--- config.mk ---
export PLATFORM = sky130hd
export DESIGN_NAME = mem_arbiter
export DESIGN_NICKNAME = d
export VERILOG_FILES = /design/src/rtl/mem_arbiter_pkg.sv /design/src/rtl/arb_latency_counter.sv /design/src/rtl/mem_arbiter.sv
export SDC_FILE = /design/constraint.sdc
export NUM_CORES = 1
export LEC_CHECK = 0
export BUFFER_PORTS_ARGS = -buffer_cell sky130_fd_sc_hd__buf_2
export CAP_MARGIN = 5
export CORE_AREA = 4 4 111 113
export DETAILED_ROUTE_END_ITERATION = 16
export DIE_AREA = 0 0 115 117
export HOLD_SLACK_MARGIN = 0.06
export SETUP_SLACK_MARGIN = 0.05
export SYNTH_ARGS = -nofsm -noshare
export SYNTH_HDL_FRONTEND = slang
export SYNTH_SLANG_ARGS = --single-unit
--- constraint.sdc ---
create_clock -name iClk -period 4.3 [get_ports iClk]
set_input_delay 0.43 -clock iClk [delete_from_list [all_inputs] [get_ports iClk]]
set_output_delay 0.43 -clock iClk [all_outputs]
set_load 0.02 [all_outputs]
--- src/rtl/mem_arbiter_pkg.sv ---
// Shared types and constants for the instruction/data memory arbiter.
// Latency: n/a (types, constants and one pure helper function).
// Backpressure: n/a.
package mem_arbiter_pkg;

  // Arbiter FSM: idle, or waiting on an outstanding fetch / data access.
  typedef enum logic [1:0] {
    IDLE       = 2'd0,
    BUSY_FETCH = 2'd1,
    BUSY_DATA  = 2'd2
  } ArbStateT;

  // Which requester owns the memory bus in the current cycle.
  typedef enum logic [1:0] {
    GRANT_NONE  = 2'd0,
    GRANT_FETCH = 2'd1,
    GRANT_DATA  = 2'd2
  } GrantT;

  localparam int          MEM_LATENCY_DEFAULT = 2;
  localparam int          BYTE_EN_WIDTH       = 4;
  localparam logic [3:0]  BYTE_EN_ALL         = 4'hF;
  localparam int          CONFLICT_WIDTH      = 16;
  localparam logic [15:0] CONFLICT_MAX        = 16'hFFFF;

  // Fixed priority: data (older instruction) wins, unless the data side has
  // just completed and fetch is waiting, in which case fetch goes first so a
  // completing load/store cannot starve fetch.
  function automatic GrantT pickGrant(input logic fetchReq,
                                      input logic dataReq,
                                      input logic fetchFirst);
    if (fetchFirst && fetchReq) return GRANT_FETCH;
    if (dataReq)                return GRANT_DATA;
    if (fetchReq)               return GRANT_FETCH;
    return GRANT_NONE;
  endfunction

endpackage

--- src/rtl/arb_latency_counter.sv ---
// Memory latency down-counter: loaded with LATENCY-1 on issue, counts to zero.
// Latency: oZero is combinational from the count register; load takes effect next cycle.
// Backpressure: none; the counter always accepts a load.
//
// Ports:
//   iClk, iRst : clock, synchronous active-high reset (count -> 0)
//   iLoad      : restart the count at LATENCY-1
//   oZero      : count has reached zero (response due this cycle when busy)
module arb_latency_counter
  import mem_arbiter_pkg::*;
#(
  parameter int LATENCY = MEM_LATENCY_DEFAULT
) (
  input  logic iClk,
  input  logic iRst,
  input  logic iLoad,
  output logic oZero
);

  localparam int             CW       = $clog2(LATENCY + 1);
  localparam logic [CW-1:0]  LOAD_VAL = CW'(LATENCY - 1);
  localparam logic [CW-1:0]  ONE      = CW'(1);

  logic [CW-1:0] count;

  always_ff @(posedge iClk) begin
    if (iRst) begin
      count <= '0;
    end else if (iLoad) begin
      count <= LOAD_VAL;
    end else if (count != '0) begin
      count <= count - ONE;
    end
  end

  assign oZero = (count == '0);

endmodule

--- src/rtl/mem_arbiter.sv ---
// Arbitrates instruction fetch and load/store onto one single-ported memory.
// Latency: issue is combinational in the request cycle; response valid LATENCY cycles later.
// Backpressure: requesters hold their request and are stalled (oStall*) until their valid pulse.
//
// Ports:
//   iClk, iRst                       : clock, synchronous active-high reset
//   iFetchReq/iFetchAddr             : fetch request; oFetchData/oFetchValid response
//   iDataReq/We/Addr/WData/ByteEn    : load/store request; oDataRData/oDataValid response
//   oStallFetch, oStallData          : stall requests to the hazard unit
//   oMem*, iMemRData                 : memory issue bus and read data
//   oConflictCount                   : saturating count of cycles fetch lost to data
module mem_arbiter
  import mem_arbiter_pkg::*;
#(
  parameter int LATENCY    = MEM_LATENCY_DEFAULT,
  parameter int ADDR_WIDTH = 32,
  parameter int DATA_WIDTH = 32
) (
  input  logic                      iClk,
  input  logic                      iRst,
  input  logic                      iFetchReq,
  input  logic [ADDR_WIDTH-1:0]     iFetchAddr,
  output logic [DATA_WIDTH-1:0]     oFetchData,
  output logic                      oFetchValid,
  input  logic                      iDataReq,
  input  logic                      iDataWe,
  input  logic [ADDR_WIDTH-1:0]     iDataAddr,
  input  logic [DATA_WIDTH-1:0]     iDataWData,
  input  logic [BYTE_EN_WIDTH-1:0]  iDataByteEn,
  output logic [DATA_WIDTH-1:0]     oDataRData,
  output logic                      oDataValid,
  output logic                      oStallFetch,
  output logic                      oStallData,
  output logic                      oMemReq,
  output logic                      oMemWe,
  output logic [ADDR_WIDTH-1:0]     oMemAddr,
  output logic [DATA_WIDTH-1:0]     oMemWData,
  output logic [BYTE_EN_WIDTH-1:0]  oMemByteEn,
  input  logic [DATA_WIDTH-1:0]     iMemRData,
  output logic [CONFLICT_WIDTH-1:0] oConflictCount
);

  ArbStateT state;
  ArbStateT stateNext;
  GrantT    grant;
  logic     cntLoad;
  logic     cntZero;

  arb_latency_counter #(
    .LATENCY (LATENCY)
  ) uLatCnt (
    .iClk  (iClk),
    .iRst  (iRst),
    .iLoad (cntLoad),
    .oZero (cntZero)
  );

  always_ff @(posedge iClk) begin
    if (iRst) begin
      state <= IDLE;
    end else begin
      state <= stateNext;
    end
  end

  // The memory captures the issue bus on the issue cycle itself, so the
  // transaction is fixed at that point; afterwards the bus is forced to zero
  // and requester changes cannot reach the memory.
  always_comb begin
    stateNext   = state;
    grant       = GRANT_NONE;
    cntLoad     = 1'b0;
    oFetchValid = 1'b0;
    oFetchData  = '0;
    oDataValid  = 1'b0;
    oDataRData  = '0;
    oMemReq     = 1'b0;
    oMemWe      = 1'b0;
    oMemAddr    = '0;
    oMemWData   = '0;
    oMemByteEn  = '0;

    // Reset discards any in-flight access: no completion and no new issue.
    if (!iRst) begin
      unique case (state)
        IDLE: begin
          grant = pickGrant(iFetchReq, iDataReq, 1'b0);
        end
        BUSY_FETCH: begin
          if (cntZero) begin
            oFetchValid = 1'b1;
            oFetchData  = iMemRData;
            stateNext   = IDLE;
            grant       = pickGrant(iFetchReq, iDataReq, 1'b0);
          end
        end
        BUSY_DATA: begin
          if (cntZero) begin
            oDataValid = 1'b1;
            oDataRData = iMemRData;
            stateNext  = IDLE;
            grant      = pickGrant(iFetchReq, iDataReq, 1'b1);
          end
        end
        default: begin
          stateNext = IDLE;
        end
      endcase

      unique case (grant)
        GRANT_DATA: begin
          stateNext  = BUSY_DATA;
          cntLoad    = 1'b1;
          oMemReq    = 1'b1;
          oMemWe     = iDataWe;
          oMemAddr   = iDataAddr;
          oMemWData  = iDataWe ? iDataWData : '0;
          oMemByteEn = iDataByteEn;
        end
        GRANT_FETCH: begin
          stateNext  = BUSY_FETCH;
          cntLoad    = 1'b1;
          oMemReq    = 1'b1;
          oMemAddr   = iFetchAddr;
          oMemByteEn = BYTE_EN_ALL;
        end
        default: begin
        end
      endcase
    end
  end

  assign oStallFetch = iFetchReq & ~oFetchValid;
  assign oStallData  = iDataReq & ~oDataValid;

  always_ff @(posedge iClk) begin
    if (iRst) begin
      oConflictCount <= '0;
    end else if (iFetchReq && iDataReq && !oFetchValid &&
                 (oConflictCount != CONFLICT_MAX)) begin
      oConflictCount <= oConflictCount + 16'd1;
    end
  end

endmodule

Word-level counts from Yosys, hierarchy flattened
Index checks and enable logic that the tools add are counted.
{"block": "totals", "ff_bits": 20, "inputBits": 137, "elab_cells": 97}
{"block": "op_classes", "addsub": 2, "eq_ne": 7, "n_mux": 68, "bitwise": 4, "n_reduce_logical": 12}
{"op": "2-to-1 mux 32 bit", "count": 9}
{"op": "case mux 32 bit (2 select lines)", "count": 1}
{"op": "2-to-1 mux 1 bit", "count": 37}
{"op": "2-to-1 mux 2 bit", "count": 16}
{"op": "adder 16 x 1 -> 16 bit, second input constant", "count": 1}
{"op": "!= test 16 bit, second input constant", "count": 1}
{"op": "case mux 2 bit (2 select lines)", "count": 2}
{"op": "case mux 4 bit (2 select lines)", "count": 1}
{"op": "case mux 2 bit (3 select lines)", "count": 1}
{"op": "OR reduction 2 bit", "count": 3}
{"op": "equality test 2 x 1 -> 1 bit, second input constant", "count": 2}
{"op": "equality test 2 bit, second input constant", "count": 2}
{"op": "zero test 2 bit", "count": 2}
{"op": "2-to-1 mux 4 bit", "count": 1}
{"op": "!= test 4 x 1 -> 1 bit, second input constant", "count": 1}
{"op": "nonzero test 2 bit", "count": 2}
{"op": "logical AND 1 bit", "count": 3}
{"op": "!= test 3 bit, second input constant", "count": 1}
{"op": "AND 1 bit", "count": 2}
{"op": "NOT 1 bit", "count": 2}
{"op": "AND reduction 2 bit", "count": 1}
{"op": "subtractor 2 x 1 -> 2 bit, second input constant", "count": 1}
{"op": "zero test 1 bit", "count": 1}

Depth between registers and ports, before layout
Gate-level depths: netlist of run 1.
{"block": "logic_depth", "depth_word": 24, "mapped_depth": 12}

Modules after synthesis
Synthesis of run 1 repeated with hierarchy kept, for this count alone.
{"block": "unflattened", "hier_cells": 333, "area_unflattened_um2": 2294.7}
{"module": "mem_arbiter", "n_inst": 1, "cells_per_inst": 322, "area_per_inst_um2": 2183.3}
{"module": "arb_latency_counter", "n_inst": 1, "cells_per_inst": 11, "area_per_inst_um2": 111.4}

Worst setup path after synthesis of run 1
OpenSTA, ideal clock, no wires.
{"block": "synth_timing", "path_kind": "reg-to-output", "start": "register uLatCnt.count[0]", "end": "output port oMemWData[22]", "arrival_ns": 2.464, "setup_slack_ns": 1.406, "path_stages_with_launch": 13, "path_buffers": 3, "path_cell_list": "dfxtp_1 -> inv_1 -> ha_1 -> buf_2 -> a21oi_1 -> o21ai_0 -> and3b_1 -> inv_1 -> ha_1 -> clkbuf_1 -> and3b_1 -> clkbuf_1 -> and2_1"}
{"block": "synth_between", "elab_chain_cells": 7, "elab_cells_between_ends": 8}
{"element": "start: declaration", "line_no": "arb_latency_counter.sv:24", "rtl": "logic [CW-1:0] count;"}
{"element": "start signal: assignment", "line_no": "arb_latency_counter.sv:32", "rtl": "count <= count - ONE;"}
{"element": "zero test 2 bit *", "line_no": "arb_latency_counter.sv:36", "rtl": "assign oZero = (count == '0);"}
{"element": "2-to-1 mux 2 bit (on tied branches)", "line_no": "mem_arbiter.sv:98, mem_arbiter.sv:90"}
{"element": "case mux 2 bit (3 select lines) *", "line_no": "mem_arbiter.sv:85", "rtl": "unique case (state)"}
{"element": "2-to-1 mux 2 bit *", "line_no": "mem_arbiter.sv:84", "rtl": "if (!iRst) begin"}
{"element": "equality test 2 bit *", "line_no": "mem_arbiter.sv:110", "rtl": "unique case (grant)"}
{"element": "2-to-1 mux 32 bit *", "line_no": "mem_arbiter.sv:110"}
{"element": "2-to-1 mux 32 bit *", "line_no": "mem_arbiter.sv:84"}
{"element": "end: declaration", "line_no": "mem_arbiter.sv:37", "rtl": "output logic [DATA_WIDTH-1:0] oMemWData,"}
Every way passes the cells marked *; elsewhere a longest branch is shown, timed or not. The select of a mux whose other input is x is not followed.

Worst setup path after layout of run 1
{"block": "layout_timing", "start": "register uLatCnt.count[0]", "end": "output port oMemWData[26]"}
The elaborated chain is that of the path after synthesis.

==> results of run 1 <==
==> synth_stat cells (all sizes together), types with 8 or more instances <==
cell type and n:
a21oi 21, a22oi 32, and2 34, clkbuf 28, dfxtp 20, ha 11, inv 11, nand2 41
nor2 106, o21ai 8, o31ai 8, or4 10
==> power breakdown <==
part	total (mW)	switching, mW	leakage, nW	internal [mW]
Clock	0.211	0.0692	0.0442	0.142
Sequential	0.203	0.00755	0.162	0.195
Combinational	0.612	0.406	2.04	0.206
==> flip-flops by register name, summed over array words and instances (netlist names) <==
signal and cells:
state 2, uLatCnt.count 2, oConflictCount 16
==> per-layer routing <==
layer / vias to the layer above / share of wire (%)
li1: 1830 / -
met1: 1620 / 46
met2: 180 / 43
met3: 2 / 10
met4: 2 / 0.015
met5: - / 0.094
==> how the worst max path moves through the flow <==
stage | start | endpoint | cells after the start
after floorplan | uLatCnt.count[0] | oMemWData[22] | 12
after global placement | uLatCnt.count[0] | oMemWData[24] | 10
after detailed placement | uLatCnt.count[0] | oMemWData[26] | 10
after CTS | uLatCnt.count[0] | oMemWData[26] | 10
after global routing | uLatCnt.count[0] | oMemWData[26] | 10
final | uLatCnt.count[0] | oMemWData[26] | 10
==> cell families (layout without fill, tap and decap cells) <==
| group | Yosys count | in the layout | share of synthesized area (%) |
|---|---|---|---|
| flops | 20 | 20 | 17.4 |
| mux | 3 | 3 | 1.30 |
| buf+inv | 45 | 311 | 7.49 |
| simple gates | 230 | 230 | 47.5 |
| compound gates | 71 | 71 | 20.0 |
| xor+xnor | 1 | 1 | 0.380 |
| fa+ha+maj | 11 | 11 | 5.97 |
==> stage by stage <==
stage,hold WS (ns),total power [mW],setup WS [ns]
global route,0.559,1.11,0.630
CTS,0.523,1.04,0.953
detailed placement,0.508,0.822,1.23
global placement,0.515,0.822,1.29
finish,0.525,1.03,0.965
floorplan,0.498,0.608,1.41
==> final cells by class <==
cell class	instances	share of cell area [%]
clock buffer	4	2.25
inverter	11	1.05
multi-input combinational	316	44.1
sequential	20	10.2
tap	143	4.54
timing repair buffer	296	37.9
==> worst min-delay path: cells and delay by family (launching register included) <==
family	cells	cell delay [ns]
DFF	1	0.34
AOI/OAI and AO/OA	2	0.14
==> cell usage in the layout, fill, tap and decap left out, types with 8 or more instances in the layout <==
cell type | synthesis | final
sky130_fd_sc_hd__a21oi_1 | 21 | 21
sky130_fd_sc_hd__a22oi_1 | 32 | 32
sky130_fd_sc_hd__or4_1 | 10 | 10
sky130_fd_sc_hd__o31ai_1 | 8 | 8
sky130_fd_sc_hd__dfxtp_1 | 20 | 20
sky130_fd_sc_hd__o21ai_0 | 8 | 8
sky130_fd_sc_hd__and2_1 | 34 | 34
sky130_fd_sc_hd__inv_1 | 10 | 10
sky130_fd_sc_hd__nor2_1 | 106 | 106
sky130_fd_sc_hd__ha_1 | 11 | 11
sky130_fd_sc_hd__nand2_1 | 41 | 41
sky130_fd_sc_hd__buf_2 | 3 | 290
==> reports/results.md, run 1 <==
### CTS
- **post-cts hold buffer count** 0
- **count of clock tree sinks** 20
- **clock tree root driver cell** sky130_fd_sc_hd__clkbuf_16
- **Post-CTS Setup Repair Bufs** 0
- **latest clock arrival within the worst-skew pair** 0.25 ns
- **TritonCTS clock tree** done
- **CTS clk-pin slew, worst paths** 0.06 ns
- **CTS H-Tree Depth** 1
- **cells resized by post-CTS repair** 0
- **worst-case clock buffer depth** 2
- **CTS Buf Count** 3

### Timing
- **setup clock skew after layout** 0.00447 ns
- **Least-Margin Pin Slew** 0.947 ns
- **TNS Setup** 0 ns
- **unrepaired setup endpoints after global routing** no
- **Max Fclk** 300 MHz
- **Max Slew Vio Count** 0
- **Final setup violation count** 0
- **max-slew headroom at the worst pin** 36.9%
- **share of the cycle needed by the critical path after routing** 77.6%
- **min cycle time layout** 3.34 ns
- **number of endpoints with negative hold slack in the final report** 0

### Synthesis
- **average instance area after synthesis** 6.05 sq um
- **share of Yosys cell area claimed by the top area cell type** 17.4%
- **sequential area share after synthesis** 17.4%
- **Seq cells post-synth** 20
- **netlist area before placement** 2300 sq um
- **number of standard cells after synthesis** 381
- **EDFF count, synth** 0
- **most used flip-flop cell after synthesis** sky130_fd_sc_hd__dfxtp_1
- **fraction of synthesis flops using an asynchronous set or reset pin** 0%
- **cell taking the most area after synthesis** sky130_fd_sc_hd__dfxtp_1
- **YS warnings** 0
- **leading post-synthesis cells by cell area** sky130_fd_sc_hd__dfxtp_1 (17%), sky130_fd_sc_hd__nor2_1 (17%), sky130_fd_sc_hd__a22oi_1 (10%)
- **synth unique cells** 35
- **net count after synthesis** 529

### Critical path
- **Worst Path Buf+Inv** 3
- **crit path cell chain** inv_1 > ha_1 > a21oi_1 > o21ai_0 > and3b_1 > inv_1 > ha_1 > and3b_1 > and2_1 > buf_2
- **CP Launch Type** register
- **delay of the slowest cell on the worst path** 0.79 ns
- **Setup crit end kind** output pin
- **Crit path arrival time** 2.91 ns
- **slowest cell on the critical path** sky130_fd_sc_hd__and3b_1
- **worst flop-to-flop path startpoint** uLatCnt.count[0]
- **critical path class** reg2out
- **Top Family by Delay on Critical Path** simple AND/OR/NAND/NOR gates
- **Critical R2R Capture** oConflictCount[9]
- **Reg2Reg Setup Slack** 2.07 ns
- **depth of the most critical reg-to-reg path** 7
- **worst endpoint required time** 3.87 ns
- **CP max FO** 33

### Placement
- **placement-stage cell area** 3850 sq um
- **HPWL after detailed placement** 11500 um
- **number of placed instances, taps included** 786
- **GPL Wtd Cong** 0.802
- **number of buffers added on ports** 290

### Power and ir drop
- **leakage** 2.24 nW
- **power density over the cells** 260 nW/um^2
- **worst vdd rail ir drop** 0.158 mV

### Floorplanning
- **core region area** 11300 sq um
- **Die Height** 117 um
- **x dimension of the die** 115 um
- **number of cell rows** 39
- **Starting Density** 20.4%
- **total die area** 13500 sq um
- **number of top-level pins** 291

### GRT
- **met3 track demand over resource in global routing** 4.83%
- **number of global-route vias before repair** 3101
- **number of antenna violations at the first check in global routing** 3
- **most used routing layer** met1
- **wire length of the first global-routing pass** 18600 um
- **gr usage total** 17.8%
- **overflow left after global routing** 0
- **met2 Use GR** 25.7%
- **met1 global-route usage** 27.8%
- **maximum number of pins on one net before global-route repair** 38

### Min path
- **path class of the lowest-slack min-delay path** reg2reg
- **Hold Path Sink** oConflictCount[1]
- **launch point of the worst hold path** oConflictCount[1]
- **Hold Path Depth** 2

### Routing
- **Total Routed Length** 13800 um
- **Detailed Routing Iterations Pass 1** 4
- **vias per cell** 4.60
- **wire per inst** 17.5 um
- **vias post-DR** 3634
- **number of nets still failing antenna checks after routing** 0
- **number of DRC violations after detailed routing** 0
- **violation count after the first detailed-routing iteration** 210

### Finish
- **number of antenna repair diodes** 0
- **total area of multi-input combinational cells** 1740 sq um
- **filler instances** 1291
- **post-route cell area** 3940 sq um
- **sequential cell area** 400 sq um
- **fraction of the core area covered by cells at the end of the flow** 34.8%
- **Total Nets Final** 796
- **post-synthesis to final-layout area growth** 71.1%
- **share of final-layout standard cells stronger than drive strength 1** 47.4%
- **count of placed standard cells in the final layout, fillers left out** 790

### Job
- **number of max-cap violations** 0

### Run status
- **result of the run** finished, final reports clean

(Power assumes the default switching activity.)
==> run 2, diff against run 1 <==
==> constraint.sdc (replaced) <==
create_clock -name iClk -period 3.35 [get_ports iClk]
set_input_delay 0.335 -clock iClk [delete_from_list [all_inputs] [get_ports iClk]]
set_output_delay 0.335 -clock iClk [all_outputs]
set_load 0.02 [all_outputs]
==> run 2 against run 1 <==
Against the previous run: die area unchanged; via count increased by 1.7%; sequential share of layout area about the same; combinational power increased by 28%; routed wire length decreased by 0.49%; count of clock-buffer cells in the layout unchanged; clock skew decreased by 0.0036 ns; cell count increased by 0.13%; critical path depth unchanged; final area increased by 0.16%; core utilization increased by 0.055 points; critical path type unchanged.
==> reports/results.md, run 2 (same netlist as run 1, synthesis figures left out) <==
### Timing
- **final worst-path setup slack** 0.460 ns, -0.505 ns
- **Max Slew Vio Count** 0, unchanged
- **share of the cycle needed by the critical path after routing** 86.3%
- **setup clock skew after layout** 0.000917 ns, -0.00356 ns
- **Least-Margin Pin Slew** 0.540 ns, -0.407 ns
- **Final setup violation count** 0, unchanged
- **Max Fclk** 346 MHz
- **number of endpoints with negative hold slack in the final report** 0, unchanged
- **unrepaired setup endpoints after global routing** no
- **TNS Setup** 0 ns, unchanged
- **max-slew headroom at the worst pin** 63.6%, +27 points
- **min cycle time layout** 2.89 ns

### Floorplanning
- **number of top-level pins** 291, unchanged
- **core region area** 11300 sq um, unchanged
- **number of cell rows** 39, unchanged
- **total die area** 13500 sq um, unchanged
- **x dimension of the die** 115 um, unchanged
- **Starting Density** 20.4%, unchanged
- **Die Height** 117 um, unchanged

### Placement
- **HPWL after detailed placement** 11600 um, +0.31%
- **number of buffers added on ports** 290, unchanged
- **GPL Wtd Cong** 0.805, +0.39%
- **Post-Place Setup Slack** 0.423 ns, -0.812 ns
- **number of placed instances, taps included** 786, unchanged
- **placement-stage cell area** 3850 sq um, unchanged

### CTS
- **CTS H-Tree Depth** 1, unchanged
- **Post-CTS Setup Repair Bufs** 0, unchanged
- **worst-case clock buffer depth** 2, unchanged
- **latest clock arrival within the worst-skew pair** 0.25 ns, about the same
- **CTS Buf Count** 3, unchanged
- **clock tree root driver cell** sky130_fd_sc_hd__clkbuf_16
- **CTS clk-pin slew, worst paths** 0.06 ns, about the same
- **TritonCTS clock tree** done
- **count of clock tree sinks** 20, unchanged

### Routing
- **Detailed Routing Iterations Pass 1** 5, +1
- **wire per inst** 17.4 um, -0.61%
- **violation count after the first detailed-routing iteration** 197, -6.2%
- **Total Routed Length** 13700 um, -0.49%
- **vias per cell** 4.67, +1.6%
- **number of DRC violations after detailed routing** 0, unchanged
- **vias post-DR** 3697, +1.7%
- **number of nets still failing antenna checks after routing** 0, unchanged

### Critical path
- **CP max FO** 33, unchanged
- **worst endpoint required time** 3.01 ns, -0.86 ns
- **Crit path arrival time** 2.56 ns, -0.35 ns
- **delay of the slowest cell on the worst path** 0.50 ns, -0.29 ns
- **slowest cell on the critical path** sky130_fd_sc_hd__and3b_2
- **CP Launch Type** register
- **crit path cell chain** inv_1 > ha_1 > a21oi_1 > o21ai_0 > and3b_1 > inv_1 > ha_1 > and3b_2 > and2_1 > buf_2
- **critical path class** reg2out
- **Setup crit end kind** output pin

### Finish
- **Reg with most FFs** oConflictCount
- **share of final-layout standard cells stronger than drive strength 1** 47.6%, +0.15 points
- **Total Nets Final** 796, unchanged
- **count of placed standard cells in the final layout, fillers left out** 791, +0.13%
- **number of flip-flops in the largest register** 16, unchanged
- **most common cell after layout, fill and taps aside** sky130_fd_sc_hd__buf_2
- **post-route cell area** 3950 sq um, +0.16%
- **fraction of the core area covered by cells at the end of the flow** 34.9%, +0.055 points
- **post-synthesis to final-layout area growth** 71.4%
- **filler instances** 1290, -0.077%
- **biggest registers after layout** oConflictCount x16, state x2, uLatCnt.count x2
- **commonest cells after routing, fill and taps aside** sky130_fd_sc_hd__buf_2 (290), sky130_fd_sc_hd__nor2_1 (106), sky130_fd_sc_hd__nand2_1 (41), sky130_fd_sc_hd__and2_1 (34), sky130_fd_sc_hd__a22oi_1 (32)

### GRT
- **number of global-route vias before repair** 3158, +1.8%
- **gr usage total** 17.8%, about the same
- **wire length of the first global-routing pass** 18500 um, -0.18%
- **overflow left after global routing** 0, unchanged
- **maximum number of pins on one net before global-route repair** 38, unchanged
- **number of antenna violations at the first check in global routing** 7, +4

### Job
- **number of max-cap violations** 0, unchanged

### Power and ir drop
- **worst vdd rail ir drop** 0.196 mV, +24%
- **power density over the cells** 334 nW/um^2, +28%
- **Int Power** 0.699 mW, +29%
- **switching share of total power** 47.0%, -0.10 points
- **combinational share of power** 59.5%, -0.2 points
- **leakage** 2.24 nW, about the same
- **Switching Power** 0.619 mW, +28%
- **Clock power frac** 20.7%, about the same
- **sequential group share of total power** 19.8%, about the same

### Run status
- **result of the run** finished, final reports clean

### Min path
- **path class of the lowest-slack min-delay path** in2reg

-- run 2: changes by cell type in the layout (fill, tap and decap cells not counted) --
cell                      delta
sky130_fd_sc_hd__and3b_1     -1
sky130_fd_sc_hd__or2_4       +1
sky130_fd_sc_hd__or2_2       -1
sky130_fd_sc_hd__and3b_2     +1
sky130_fd_sc_hd__diode_2     +1
-- run 2: worst paths after layout --
check	depth (start not counted)	start	slack [ns]	to
worst max-delay path	10	uLatCnt.count[0]	0.46	oMemWData[2]
worst min-delay path	2	iRst	0.53	state[1]
worst max register to register	7	uLatCnt.count[0]	1.10	oConflictCount[11]
worst min register to register	2	oConflictCount[14]	0.53	oConflictCount[14]
-- run 2: routing by layer --
metal | global-route usage, % | vias to the layer above | share of wire, %
met3 | 3.29 | 6 | 9.4
met4 | 1.17 | 2 | 0.23
met2 | 25.0 | 193 | 43
li1 | - | 1830 | -
met1 | 28.9 | 1666 | 48
met5 | 0 | - | 0.095
-- run 2: per-stage QoR --
stage | power [mW] | hold slack, ns
6_report | 1.32 | 0.527
5_1_grt | 1.43 | 0.558
4_1_cts | 1.33 | 0.525
3_5_place_dp | 1.05 | 0.511
3_3_place_gp | 1.06 | 0.514
2_1_floorplan | 0.780 | 0.498
-- run 2: what timing repair did --
item,4_1_cts,5_1_grt
endpoints found under the setup margin,0,34
hold buffers,0,0
endpoints found under the hold margin,0,0
gates resized for setup,0,2
-- run 2: worst max-delay path, delay by kind of cell, from the launching register on --
kind | cells | cell delay, ns
AND/OR/NAND/NOR | 3 | 0.91
adder cells (fa/ha/maj) | 2 | 0.45
flip-flops | 1 | 0.34
buffers and inverters | 3 | 0.31
AO/OA/AOI/OAI | 2 | 0.28
-- run 2: power groups by stage --
| stage | Sequential (mW) | Clock [mW] | Combinational [mW] |
|---|---|---|---|
| finish | 0.261 | 0.273 | 0.784 |
| global route | 0.263 | 0.291 | 0.874 |
| CTS | 0.260 | 0.279 | 0.790 |
| detailed placement | 0.266 | 0 | 0.786 |
| global placement | 0.265 | 0 | 0.792 |
| floorplan | 0.265 | 0 | 0.514 |
-- run 2: area by class of cell --
| cell class | instances | area [sq um] | share of cell area [%] |
|---|---|---|---|
| diodes | 1 | 2.50 | 0.0634 |
| clock buffers | 4 | 88.8 | 2.25 |
| flip-flops and latches | 20 | 400 | 10.1 |
| multi-input cells | 316 | 1740 | 44.1 |
| inverters | 11 | 41.3 | 1.05 |
| repair buffers | 296 | 1500 | 37.9 |
| well taps | 143 | 179 | 4.53 |
==> run 3, diff against run 2 <==
--- a/config.mk
+++ b/config.mk
@@ -11,6 +11,7 @@
 export DETAILED_ROUTE_END_ITERATION = 16
 export DIE_AREA = 0 0 115 117
 export HOLD_SLACK_MARGIN = 0.06
+export PLACE_DENSITY = 0.64
 export SETUP_SLACK_MARGIN = 0.05
 export SYNTH_ARGS = -nofsm -noshare
 export SYNTH_HDL_FRONTEND = slang
==> run 3 against run 2 <==
Against the previous run: die area is the same; largest cell class unchanged; power is 4.1% higher; critical path type unchanged; worst setup slack worse by 0.20 ns; critical endpoint is now oMemAddr[13]; clock skew rose by 0.0010 ns; sequential share of layout area barely moved.
==> reports/results.md, run 3 (same netlist as run 1, synthesis figures left out) <==
### Run status
- **result of the run** finished, final reports clean

### Finish
- **Reg with most FFs** oConflictCount
- **post-synthesis to final-layout area growth** 72.2%
- **share of final-layout standard cells stronger than drive strength 1** 47.7%, +0.081 points
- **Total Nets Final** 797, +0.13%
- **sequential cell area** 400 sq um, unchanged
- **fraction of the core area covered by cells at the end of the flow** 35.1%, +0.17 points
- **filler instances** 1274, -1.2%
- **biggest registers after layout** oConflictCount x16, state x2, uLatCnt.count x2
- **number of flip-flops in the largest register** 16, unchanged
- **total area of multi-input combinational cells** 1740 sq um, -0.14%
- **most common cell after layout, fill and taps aside** sky130_fd_sc_hd__buf_2
- **commonest cells after routing, fill and taps aside** sky130_fd_sc_hd__buf_2 (290), sky130_fd_sc_hd__nor2_1 (106), sky130_fd_sc_hd__nand2_1 (41), sky130_fd_sc_hd__and2_1 (34), sky130_fd_sc_hd__a22oi_1 (32)
- **number of antenna repair diodes** 0, -1

### Power and ir drop
- **power density over the cells** 346 nW/um^2, +3.6%
- **worst vdd rail ir drop** 0.177 mV, -9.5%
- **leakage** 2.26 nW, +0.51%

### Timing
- **Max Slew Vio Count** 0, unchanged
- **Least-Margin Pin Slew** 0.662 ns, +0.122 ns
- **final worst-path setup slack** 0.261 ns, -0.199 ns
- **unrepaired setup endpoints after global routing** no
- **number of endpoints with negative hold slack in the final report** 0, unchanged
- **TNS Setup** 0 ns, unchanged
- **min cycle time layout** 3.09 ns, +0.199 ns
- **max-slew headroom at the worst pin** 55.9%, -7.8 points
- **Final setup violation count** 0, unchanged
- **setup clock skew after layout** 0.00191 ns, +0.000996 ns
- **share of the cycle needed by the critical path after routing** 92.2%, +5.9 points
- **Max Fclk** 324 MHz, -6.5%

### Critical path
- **depth of the most critical reg-to-reg path** 7, unchanged
- **critical path class** reg2out
- **worst endpoint required time** 3.01 ns, about the same
- **CP max FO** 37, +12%
- **Crit path arrival time** 2.75 ns, +0.19 ns
- **Reg2Reg Setup Slack** 1.10 ns, about the same
- **CP Launch Type** register
- **Critical R2R Capture** oConflictCount[13]
- **worst flop-to-flop path startpoint** uLatCnt.count[0]
- **Setup crit end kind** output pin

### Min path
- **launch point of the worst hold path** iRst
- **Hold Path Sink** state[0]
- **Hold Path Depth** 2, unchanged
- **path class of the lowest-slack min-delay path** in2reg

### Floorplanning
- **Starting Density** 20.4%, unchanged
- **total die area** 13500 sq um, unchanged
- **x dimension of the die** 115 um, unchanged
- **core region area** 11300 sq um, unchanged
- **number of top-level pins** 291, unchanged
- **Die Height** 117 um, unchanged
- **number of cell rows** 39, unchanged

### Routing
- **wire per inst** 15.7 um, -9.7%
- **violation count after the first detailed-routing iteration** 260, +32%
- **Detailed Routing Iterations Pass 1** 5, unchanged
- **vias per cell** 4.65, -0.57%
- **vias post-DR** 3676, -0.57%
- **number of DRC violations after detailed routing** 0, unchanged
- **Total Routed Length** 12400 um, -9.7%
- **number of nets still failing antenna checks after routing** 0, unchanged

### Placement
- **HPWL after detailed placement** 10100 um, -13%
- **Post-Place Setup Slack** 0.460 ns, +0.0366 ns
- **GPL Wtd Cong** 0.841, +4.5%
- **number of buffers added on ports** 290, unchanged

### CTS
- **worst-case clock buffer depth** 2, unchanged
- **latest clock arrival within the worst-skew pair** 0.26 ns, about the same
- **cells resized by post-CTS repair** 0, unchanged
- **CTS clk-pin slew, worst paths** 0.06 ns, about the same
- **CTS H-Tree Depth** 1, unchanged
- **count of clock tree sinks** 20, unchanged
- **post-cts hold buffer count** 0, unchanged
- **CTS Buf Count** 3, unchanged
- **Post-CTS Setup Repair Bufs** 0, unchanged
- **clock tree root driver cell** sky130_fd_sc_hd__clkbuf_16
- **TritonCTS clock tree** done

### GRT
- **maximum number of pins on one net before global-route repair** 38, unchanged
- **number of antenna violations at the first check in global routing** 0, -7
- **gr usage total** 15.9%, -2.0 points
- **overflow left after global routing** 0, unchanged
- **wire length of the first global-routing pass** 17000 um, -8.3%
- **number of global-route vias before repair** 3102, -1.8%

### Job
- **number of max-cap violations** 0, unchanged

-- run 3: cell count changes in the layout (fill, tap and decap cells not counted), sizes merged --
cell,before,now
buf,296,297
clkbuf,4,3
bufinv,0,1
diode,1,0
-- run 3: stage by stage --
step                      power [mW]  cell area, sq um  hold slack (ns)  cells
after floorplan                0.780              2300            0.498    381
after global placement          1.05              3860            0.511    787
after detailed placement        1.05              3860            0.513    787
after CTS                       1.39              3970            0.520    791
after global routing            1.47              3970            0.548    791
final                           1.37              3970            0.513    791
-- run 3: routing by layer --
| layer | up-vias | GRT usage (%) | wire length (um) |
|---|---|---|---|
| met5 | - | 0 | 0 |
| met4 | 0 | 2.50 | 70 |
| met3 | 7 | 2.11 | 1210 |
| met2 | 204 | 25.2 | 5710 |
| met1 | 1634 | 23.3 | 5400 |
| li1 | 1831 | - | - |
-- run 3: cell type report --
type / instances / area share (%)
tap: 143 / 4.51
sequential: 20 / 10.1
clock buffer: 3 / 1.89
timing repair buffer: 297 / 37.9
multi-input combinational: 316 / 43.8
clock inverter: 1 / 0.757
inverter: 11 / 1.04
-- run 3: worst max-delay path by stage --
stage	from	endpoint	slack [ns]	cells after the start
after global placement	uLatCnt.count[0]	oMemWData[19]	0.50	10
after floorplan	uLatCnt.count[0]	oMemWData[22]	0.55	12
after global routing	uLatCnt.count[0]	oMemAddr[22]	0.06	9
after detailed placement	uLatCnt.count[0]	oMemWData[19]	0.46	10
final	uLatCnt.count[0]	oMemAddr[13]	0.26	9
after CTS	uLatCnt.count[0]	oMemWData[19]	0.18	10
-- run 3: where the power goes --
group	switching (mW)	total, mW	internal (mW)	leakage, nW
clock	0.0980	0.335	0.237	0.0511
sequential	0.00998	0.261	0.251	0.162
combinational	0.511	0.776	0.265	2.04
-- run 3: worst max-delay path, stage by stage, from the launching register on --
cell and delay [ns]:
sky130_fd_sc_hd__dfxtp_1 0.34, sky130_fd_sc_hd__inv_1 0.06, sky130_fd_sc_hd__ha_1 0.31, sky130_fd_sc_hd__a21oi_1 0.20
sky130_fd_sc_hd__o21ai_0 0.08, sky130_fd_sc_hd__and3b_1 0.19, sky130_fd_sc_hd__ha_1 0.34, sky130_fd_sc_hd__or2_2 0.55
sky130_fd_sc_hd__nor2_1 0.22, sky130_fd_sc_hd__buf_2 0.19
